**config.mk**
```make
export PLATFORM = sky130hd
export DESIGN_NAME = ysyx_22050499_wbu_flat
export DESIGN_NICKNAME = d
export VERILOG_FILES = /design/src/rtl/ysyx_22050499_pkg.sv /design/src/rtl/ysyx_22050499_wbu_if.sv /design/src/rtl/ysyx_22050499_wb_arb.sv /design/src/rtl/ysyx_22050499_wbu.sv /design/src/flat_wrapper.sv
export SDC_FILE = /design/constraint.sdc
export NUM_CORES = 1
export LEC_CHECK = 0
export CAP_MARGIN = 15
export CORE_MARGIN = 3
export CORE_UTILIZATION = 45
export DETAILED_ROUTE_END_ITERATION = 10
export PLACE_DENSITY_LB_ADDON = 0.05
export SLEW_MARGIN = 20
export SYNTH_ARGS = -nofsm -noshare
export SYNTH_HDL_FRONTEND = slang
export SYNTH_SLANG_ARGS = --single-unit
```
**constraint.sdc**
```tcl
create_clock -name clock -period 3.1 [get_ports clock]
set_clock_uncertainty 0.2 [all_clocks]
set_input_delay 0.775 -clock clock [delete_from_list [all_inputs] [get_ports clock]]
set_output_delay 0.775 -clock clock [all_outputs]
set_load 0.03 [all_outputs]
```
**src/rtl/ysyx_22050499_pkg.sv**
```systemverilog
// Shared constants and result type for the RV32E write-back path (EXU, LSU, WBU).
package ysyx_22050499_pkg;

  localparam int DATA_WIDTH = 32;
  localparam int NREG       = 16;
  localparam int REG_ADDR_W = $clog2(NREG);

  typedef logic [REG_ADDR_W-1:0] reg_idx_t;
  typedef logic [NREG-1:0]       reg_mask_t;

  typedef struct packed {
    logic                  wen;
    reg_idx_t              rd;
    logic [DATA_WIDTH-1:0] data;
  } wb_req_t;

  function automatic reg_mask_t reg_onehot(input reg_idx_t idx);
    reg_mask_t m;
    m      = '0;
    m[idx] = 1'b1;
    return m;
  endfunction

endpackage

```
**src/rtl/ysyx_22050499_wbu_if.sv**
```systemverilog
// Valid/ready result channel from an execution unit into the write-back unit.
interface ysyx_22050499_wbu_if;

  logic                        valid;
  logic                        ready;
  ysyx_22050499_pkg::wb_req_t  req;

  modport master (output valid, output req, input ready);
  modport slave  (input valid, input req, output ready);

endinterface

```
**src/rtl/ysyx_22050499_wb_arb.sv**
```systemverilog
// Two-way round-robin arbiter; bit 0 is the EXU, bit 1 the LSU.
module ysyx_22050499_wb_arb (
  input  logic       clock,
  input  logic       reset,
  input  logic [1:0] req,
  output logic [1:0] gnt
);

  // Set when the LSU is favoured; only a contested cycle moves it.
  logic prio_ls;

  always_comb begin
    // NOTE: every output of a combinational block gets a default first so no latch is inferred.
    gnt = 2'b00;
    if (req == 2'b11) begin
      gnt = prio_ls ? 2'b10 : 2'b01;
    end else begin
      gnt = req;
    end
  end

  always_ff @(posedge clock or negedge reset) begin
    // NOTE: sequential state uses non-blocking assignments so every flop samples pre-edge values.
    if (!reset) begin
      prio_ls <= 1'b0;
    end else if (req == 2'b11) begin
      prio_ls <= ~prio_ls;
    end
  end

endmodule

```
**src/rtl/ysyx_22050499_wbu.sv**
```systemverilog
// Write-back unit: arbitrates EXU/LSU results into one GPR write port, tracks the
// per-register pending-write scoreboard and counts retired instructions.
module ysyx_22050499_wbu
  import ysyx_22050499_pkg::*;
(
  input  logic                  clock,
  input  logic                  reset,
  input  logic                  iss_valid,
  input  logic                  iss_wen,
  input  reg_idx_t              iss_rd,
  output logic                  iss_ready,
  input  reg_idx_t              rs1,
  input  reg_idx_t              rs2,
  output logic                  rs1_busy,
  output logic                  rs2_busy,
  ysyx_22050499_wbu_if.slave    ex,
  ysyx_22050499_wbu_if.slave    ls,
  output logic                  gpr_wen,
  output reg_idx_t              gpr_waddr,
  output logic [DATA_WIDTH-1:0] gpr_wdata,
  output logic                  commit,
  output logic [63:0]           instret,
  output logic                  wb_err
);

  logic [1:0] gnt;
  wb_req_t    win;

  ysyx_22050499_wb_arb u_arb (
    .clock (clock),
    .reset (reset),
    .req   ({ls.valid, ex.valid}),
    .gnt   (gnt)
  );

  // The write stage never stalls, so a grant is an acceptance.
  assign ex.ready = gnt[0];
  assign ls.ready = gnt[1];
  assign win      = gnt[1] ? ls.req : ex.req;

  reg_mask_t             busy;
  reg_mask_t             set_mask;
  reg_mask_t             clr_mask;
  logic                  wb_v;
  logic                  wb_wen;
  reg_idx_t              wb_rd;
  logic [DATA_WIDTH-1:0] wb_data;

  assign iss_ready = !(iss_wen && busy[iss_rd]);
  assign rs1_busy  = busy[rs1];
  assign rs2_busy  = busy[rs2];

  assign gpr_wen   = wb_v && wb_wen && (wb_rd != '0);
  assign gpr_waddr = wb_rd;
  assign gpr_wdata = wb_data;
  assign commit    = wb_v;

  // x0 is never marked, so busy[0] stays 0 without a dedicated mask.
  assign set_mask = (iss_valid && iss_ready && iss_wen && (iss_rd != '0)) ? reg_onehot(iss_rd) : '0;
  assign clr_mask = gpr_wen ? reg_onehot(wb_rd) : '0;

  always_ff @(posedge clock or negedge reset) begin
    if (!reset) begin
      // NOTE: busy is a flop vector rather than a RAM, so reset clears every pending bit at once.
      busy    <= '0;
      wb_v    <= 1'b0;
      wb_wen  <= 1'b0;
      wb_rd   <= '0;
      wb_data <= '0;
      instret <= '0;
      wb_err  <= 1'b0;
    end else begin
      busy <= (busy & ~clr_mask) | set_mask;
      wb_v <= |gnt;
      // Address and data only move on a real result so the port holds its last value.
      if (|gnt) begin
        wb_wen  <= win.wen;
        wb_rd   <= win.rd;
        wb_data <= win.data;
      end
      if (wb_v) begin
        instret <= instret + 64'd1;
      end
      if (gpr_wen && !busy[wb_rd]) begin
        wb_err <= 1'b1;
      end
    end
  end

endmodule

```
**src/flat_wrapper.sv**
```systemverilog
// flat-port wrapper written by rule: the top's interface ports become plain ports
module ysyx_22050499_wbu_flat import ysyx_22050499_pkg::*;
  (clock, reset, iss_valid, iss_wen, iss_rd, iss_ready, rs1, rs2, rs1_busy, rs2_busy, gpr_wen, gpr_waddr, gpr_wdata, commit, instret, wb_err, ex_valid, ex_req, ex_ready, ls_valid, ls_req, ls_ready);
  ysyx_22050499_wbu_if ex_i ();
  ysyx_22050499_wbu_if ls_i ();
  input  logic clock;
  input  logic reset;
  input  logic iss_valid;
  input  logic iss_wen;
  input  reg_idx_t iss_rd;
  output logic iss_ready;
  input  reg_idx_t rs1;
  input  reg_idx_t rs2;
  output logic rs1_busy;
  output logic rs2_busy;
  output logic gpr_wen;
  output reg_idx_t gpr_waddr;
  output logic [DATA_WIDTH-1:0] gpr_wdata;
  output logic commit;
  output logic [63:0] instret;
  output logic wb_err;
  input wire logic [$bits(ex_i.valid)-1:0] ex_valid;
  input wire logic [$bits(ex_i.req)-1:0] ex_req;
  output wire logic [$bits(ex_i.ready)-1:0] ex_ready;
  input wire logic [$bits(ls_i.valid)-1:0] ls_valid;
  input wire logic [$bits(ls_i.req)-1:0] ls_req;
  output wire logic [$bits(ls_i.ready)-1:0] ls_ready;
  assign ex_i.valid = ex_valid;
  assign ex_i.req = ex_req;
  assign ex_ready = ex_i.ready;
  assign ls_i.valid = ls_valid;
  assign ls_i.req = ls_req;
  assign ls_ready = ls_i.ready;
  ysyx_22050499_wbu u_core (.clock(clock), .reset(reset), .iss_valid(iss_valid), .iss_wen(iss_wen), .iss_rd(iss_rd), .iss_ready(iss_ready), .rs1(rs1), .rs2(rs2), .rs1_busy(rs1_busy), .rs2_busy(rs2_busy), .ex(ex_i), .ls(ls_i), .gpr_wen(gpr_wen), .gpr_waddr(gpr_waddr), .gpr_wdata(gpr_wdata), .commit(commit), .instret(instret), .wb_err(wb_err));
endmodule
```
* After elaboration in Yosys (flattened, before gate mapping)
Index checks and enable logic that the tools add are counted.
** Storage, ports and cells
- Logic and storage cells :: 51
- Register bits after elaboration :: 120
- Output and inout bits :: 108
- Bits of input ports :: 92
** Cells by class
- Reductions and logical operators :: 14
- Bitwise logic cells :: 4
- Magnitude comparators :: 6
- Add/sub/neg operators :: 1
- Eq/ne operators :: 1
- Multiplexer cells :: 17
** Operator list (number)
- 64-bit by 1-bit adder with 64-bit output, second input constant :: 1
- 37-bit two-way mux :: 1
- 16-bit two-way mux :: 2
- 4-bit by 5-bit < comparator with 1-bit output, second input constant :: 4
- 16-bit bitwise AND :: 1
- 1-bit binary-select mux with 4-bit select :: 4
- 16-bit NOT :: 1
- 16-bit bitwise OR :: 1
- 1-bit logical AND :: 9
- 1-bit demux with 4-bit select :: 2
- 4-bit by 1-bit greater-or-equal comparator with 1-bit output, second input constant :: 2
- 4-bit nonzero test :: 2
- 1-bit two-way mux :: 6
- 2-bit two-way mux :: 2
- 2-bit equality test, second input constant :: 1
- 1-bit logical NOT :: 2
- 2-bit OR reduction :: 1
- 1-bit NOT :: 1

* Depth between registers and ports, before layout
- Depth in word-level cells :: 9
- Depth in mapped cells :: 7
- Depth with buffers taken out :: 6

* Modules after synthesis
A second synthesis with hierarchy kept.
** Second synthesis, totals
- Cell total of the unflattened synthesis :: 538
- Area, all modules :: 5960.7 um^2
** Modules (own cells, without submodules)
- ysyx_22050499_wbu :: cells each 532, instances 1, sequential area each 2977.9 um^2, area an instance 5904.4 um^2
- ysyx_22050499_wb_arb :: cells each 6, instances 1, sequential area each 25.0 um^2, area an instance 56.3 um^2

* Worst setup path after synthesis
OpenSTA, ideal clock, no wires.
- Path kind :: input -> output
- From :: input iss_rd[0]
- To :: output iss_ready
- Arrival :: 2.250 ns
- Stages on the path :: 4
- Path buffers :: 1
- Path slack :: -0.125 ns
- Path through :: buf_2 mux4_2 mux2_2 o211ai_1
** Between the ends
- Word-level cells in the longest chain between the ends :: 4
** RTL lines
- start: declaration :: line flat_wrapper.sv:10 : input reg_idx_t iss_rd;
- 1-bit binary-select mux with 4-bit select :: line ysyx_22050499_wbu.sv:49 : assign iss_ready = !(iss_wen && busy[iss_rd]);
- 1-bit two-way mux (implied by the code) :: line ysyx_22050499_wbu.sv:49
- 1-bit logical AND :: line ysyx_22050499_wbu.sv:49
- 1-bit logical NOT :: line ysyx_22050499_wbu.sv:49
- end: declaration :: line flat_wrapper.sv:11 : output logic iss_ready;
No other way between the ends. The select of a mux whose other input is x is not followed.

* Final worst setup path
- From :: input rs2[0]
- To :: output rs2_busy
** Between the ends
- Word-level cells in the longest chain between the ends :: 2
** RTL lines
- start: declaration :: line flat_wrapper.sv:13 : input reg_idx_t rs2;
- 1-bit binary-select mux with 4-bit select :: line ysyx_22050499_wbu.sv:51 : assign rs2_busy = busy[rs2];
- 1-bit two-way mux (implied by the code) :: line ysyx_22050499_wbu.sv:51
- end: declaration :: line flat_wrapper.sv:15 : output logic rs2_busy;
No other way between the ends. The select of a mux whose other input is x is not followed.

==> reports/qor.yml <==
timing:
  slew_headroom_pct: 59.0
  setup_tns_ps: 0
  period_needed_ps: 3070
  fmax_mhz: 326
  rsz0062_at_grt: "no"
  hold_viol: 0
  period_share_pct: 99.0
  setup_viol: 0
  worst_pin_slew_ps: 610
  finalMaxSlewViolations: 0
logic_synthesis:
  yosysTopAreaCell: "dfrtp_1"
  async_flop_share_pct: 100
  yosysTopAreaCellShare_pct: 51.7
  seq_area_frac_synth_pct: 51.7
  syn-mean-instance-area_um2: 10.7
  syn_nets: 634
  ys_ff_latch: 120
  ys.flop_type: "dfrtp_1"
  synthCells: 541
  synth_common_cells: "dfrtp_1 (120), nand2_1 (103), a22oi_1 (37)"
  synth_area_um2: 5810
  synth_area_leaders: "dfrtp_1 (52%), nand2_1 (6.7%), mux4_2 (6.2%)"
  synth-edff-count: 0
  ys_warn_count: 0
  yosysMostFrequentCell: "dfrtp_1"
  synth.distinct_cells: 42
worst_setup_path:
  max_stage_delay_ps: 500
  cp.required_ps: 2120
  crit_fanout: 4
  cp-end-kind: "output port"
  rrSetupSlack_ps: 650
  critPathSlowestCell: "mux4_2"
  critPathArrivalTime_ps: 2090
  crit_path_frequent_cell: "mux4_2"
  crit_path_cell_trace: "clkbuf_4, mux4_2, mux4_2, buf_4"
  crit_type: "in2out"
  start_kind: "input pin"
routing:
  firstDrtPassIters: 5
  wl_per_cell_um: 17.9
  dr_total_vias: 5096
  routed_wl_mm: 16.8
  via_per_inst: 5.44
  drt_iter0_drc: 307
  drc: 0
  final_antenna_net_count: 0
clocking:
  numCtsBuffers: 17
  postCtsHoldBufs: 0
  htreeDepth: 4
  cts_buffer_depth: 2
  clkSinkCount: 120
  insertion_delay_ps: 420
  root_buffer: "clkbuf_16"
  clk_pin_slew_worst_paths_ps: 50
  cts_tree: "built"
  postCtsSetupBuffers: 0
pwr:
  peakVddDrop_mv: 0.475
  leakage_nw: 3.79
  p_per_area_nw_per_um2: 678
cells_and_area:
  fin_cells: 937
  final_area_um2: 8700
  final_nets: 848
  multi_input_area_um2: 2680
  fillCellCount: 978
  area_growth_pct: 49.8
  final-seq-area_um2: 3000
  drive_gt1_share_pct: 12.4
  final_core_util_pct: 70.7
grt:
  grt_pass1_wl_mm: 27.2
  grt_use_total_pct: 24.1
  grt_max_degree: 47
  first_global_vias: 5207
  antenna_found_initial: 1
  grt_overflow: 0
die:
  die_y_um: 120
  die_width_um: 120
  num_rows: 40
  core-area_um2: 12300
  initial_utilization_pct: 47.2
  dieArea_um2: 14300
  boundaryPins: 200
placement:
  hpwl_mm: 12.3
  gp_congestion: 0.918
  place.port_buffers: 199
  place_area_um2: 8060
  dp.cells: 904
min_path:
  hold_class: "in2async"
job:
  maxCapViolCount: 0
outcome:
  status: "complete, no violations"
[logic make-up (layout without fill, tap and decap cells)]
family	Yosys count	after routing	share of synthesized area, %
AO/OA/AOI/OAI	75	75	8.46
XOR/XNOR	64	64	9.65
adder cells (fa/ha/maj)	1	1	0.215
buffers and inverters	33	260	2.45
flip-flops	120	120	51.7
multiplexers	21	21	7.11
other	0	1	0
AND/OR/NAND/NOR	227	227	20.4
[metal layers]
metal / GRT usage [%] / routed length [µm] / vias to the layer above
met5: 0 / 0 / -
met4: 9.02 / 365 / 0
met3: 9.57 / 1550 / 33
met2: 39.9 / 8470 / 209
met1: 28.4 / 6420 / 2505
li1: - / - / 2349
[final timing paths]
| kind | startpoint | to | depth (start not counted) |
|---|---|---|---|
| min in group clock | u_core.busy[0] | u_core.busy[0] | 0 |
| max | rs2[0] | rs2_busy | 4 |
| max reg2reg | u_core.instret[31] | u_core.instret[49] | 5 |
| max in group asynchronous | reset | u_core.gpr_wdata[13] | 2 |
| min | reset | u_core.wb_err | 1 |
| min reg2reg | u_core.busy[0] | u_core.busy[0] | 0 |
[worst max-delay path: cells and delay by family]
kind / cells / cell delay (ps)
buffers and inverters: 2 / 330
multiplexers: 2 / 980
[report_power, final]
part | switching, mW | internal, mW | total (mW)
Sequential | 0.312 | 1.82 | 2.13
Clock | 0.716 | 1.46 | 2.18
Combinational | 0.832 | 0.766 | 1.60
Total | 1.86 | 4.04 | 5.90
[repair_timing]
action / CTS / global route
pin swaps: 0 / 1
gates resized for setup: 29 / 4
endpoints found under the setup margin: 3 / 3
[state kept, by name, summed over array words and instances (netlist names)]
signal / count
u_core.gpr_wdata: 32
u_core.gpr_waddr: 4
u_core.instret: 64
u_core.wb_wen: 1
u_core.u_arb.prio_ls: 1
u_core.wb_err: 1
u_core.commit: 1
u_core.busy: 16
[stage by stage]
step / power (mW) / setup slack, ps / hold slack [ps]
final: 5.90 / 31.1 / 158
after detailed placement: 3.75 / -908 / 242
after floorplan: 3.00 / -44.3 / 245
after global placement: 3.72 / -871 / 249
after CTS: 5.94 / 6.10 / 174
after global routing: 6.15 / 3.40 / 201
[cell usage in the layout (no fill, tap or decap), types with 3 or more instances in the layout]
cell type	count
clkbuf_4	4
clkdlybuf4s50_1	186
nor4_1	4
nand4_1	21
buf_4	21
clkinv_2	4
nor2_1	21
mux4_2	16
nand3_1	25
or2_2	3
nor4_4	4
xnor2_1	34
nor3_1	14
xor2_1	30
o21ai_0	30
clkinvlp_4	4
mux2i_1	3
nand2_1	103
bufinv_16	5
nand2b_1	5
dfrtp_1	120
clkbuf_16	17
nor4_2	3
inv_1	11
and3_1	6
dlygate4sd2_1	4
a22oi_1	37
[layout make-up]
cell class,count,area share (%)
Sequential cell,120,34.5
Multi-Input combinational cell,388,30.8
Timing Repair Buffer,217,24.3
Clock buffer,19,5.20
Tap cell,168,2.42
Clock inverter,13,2.30
Inverter,11,0.474
Antenna cell,1,0.0288
Note: power is estimated with default switching activity, not from simulation.
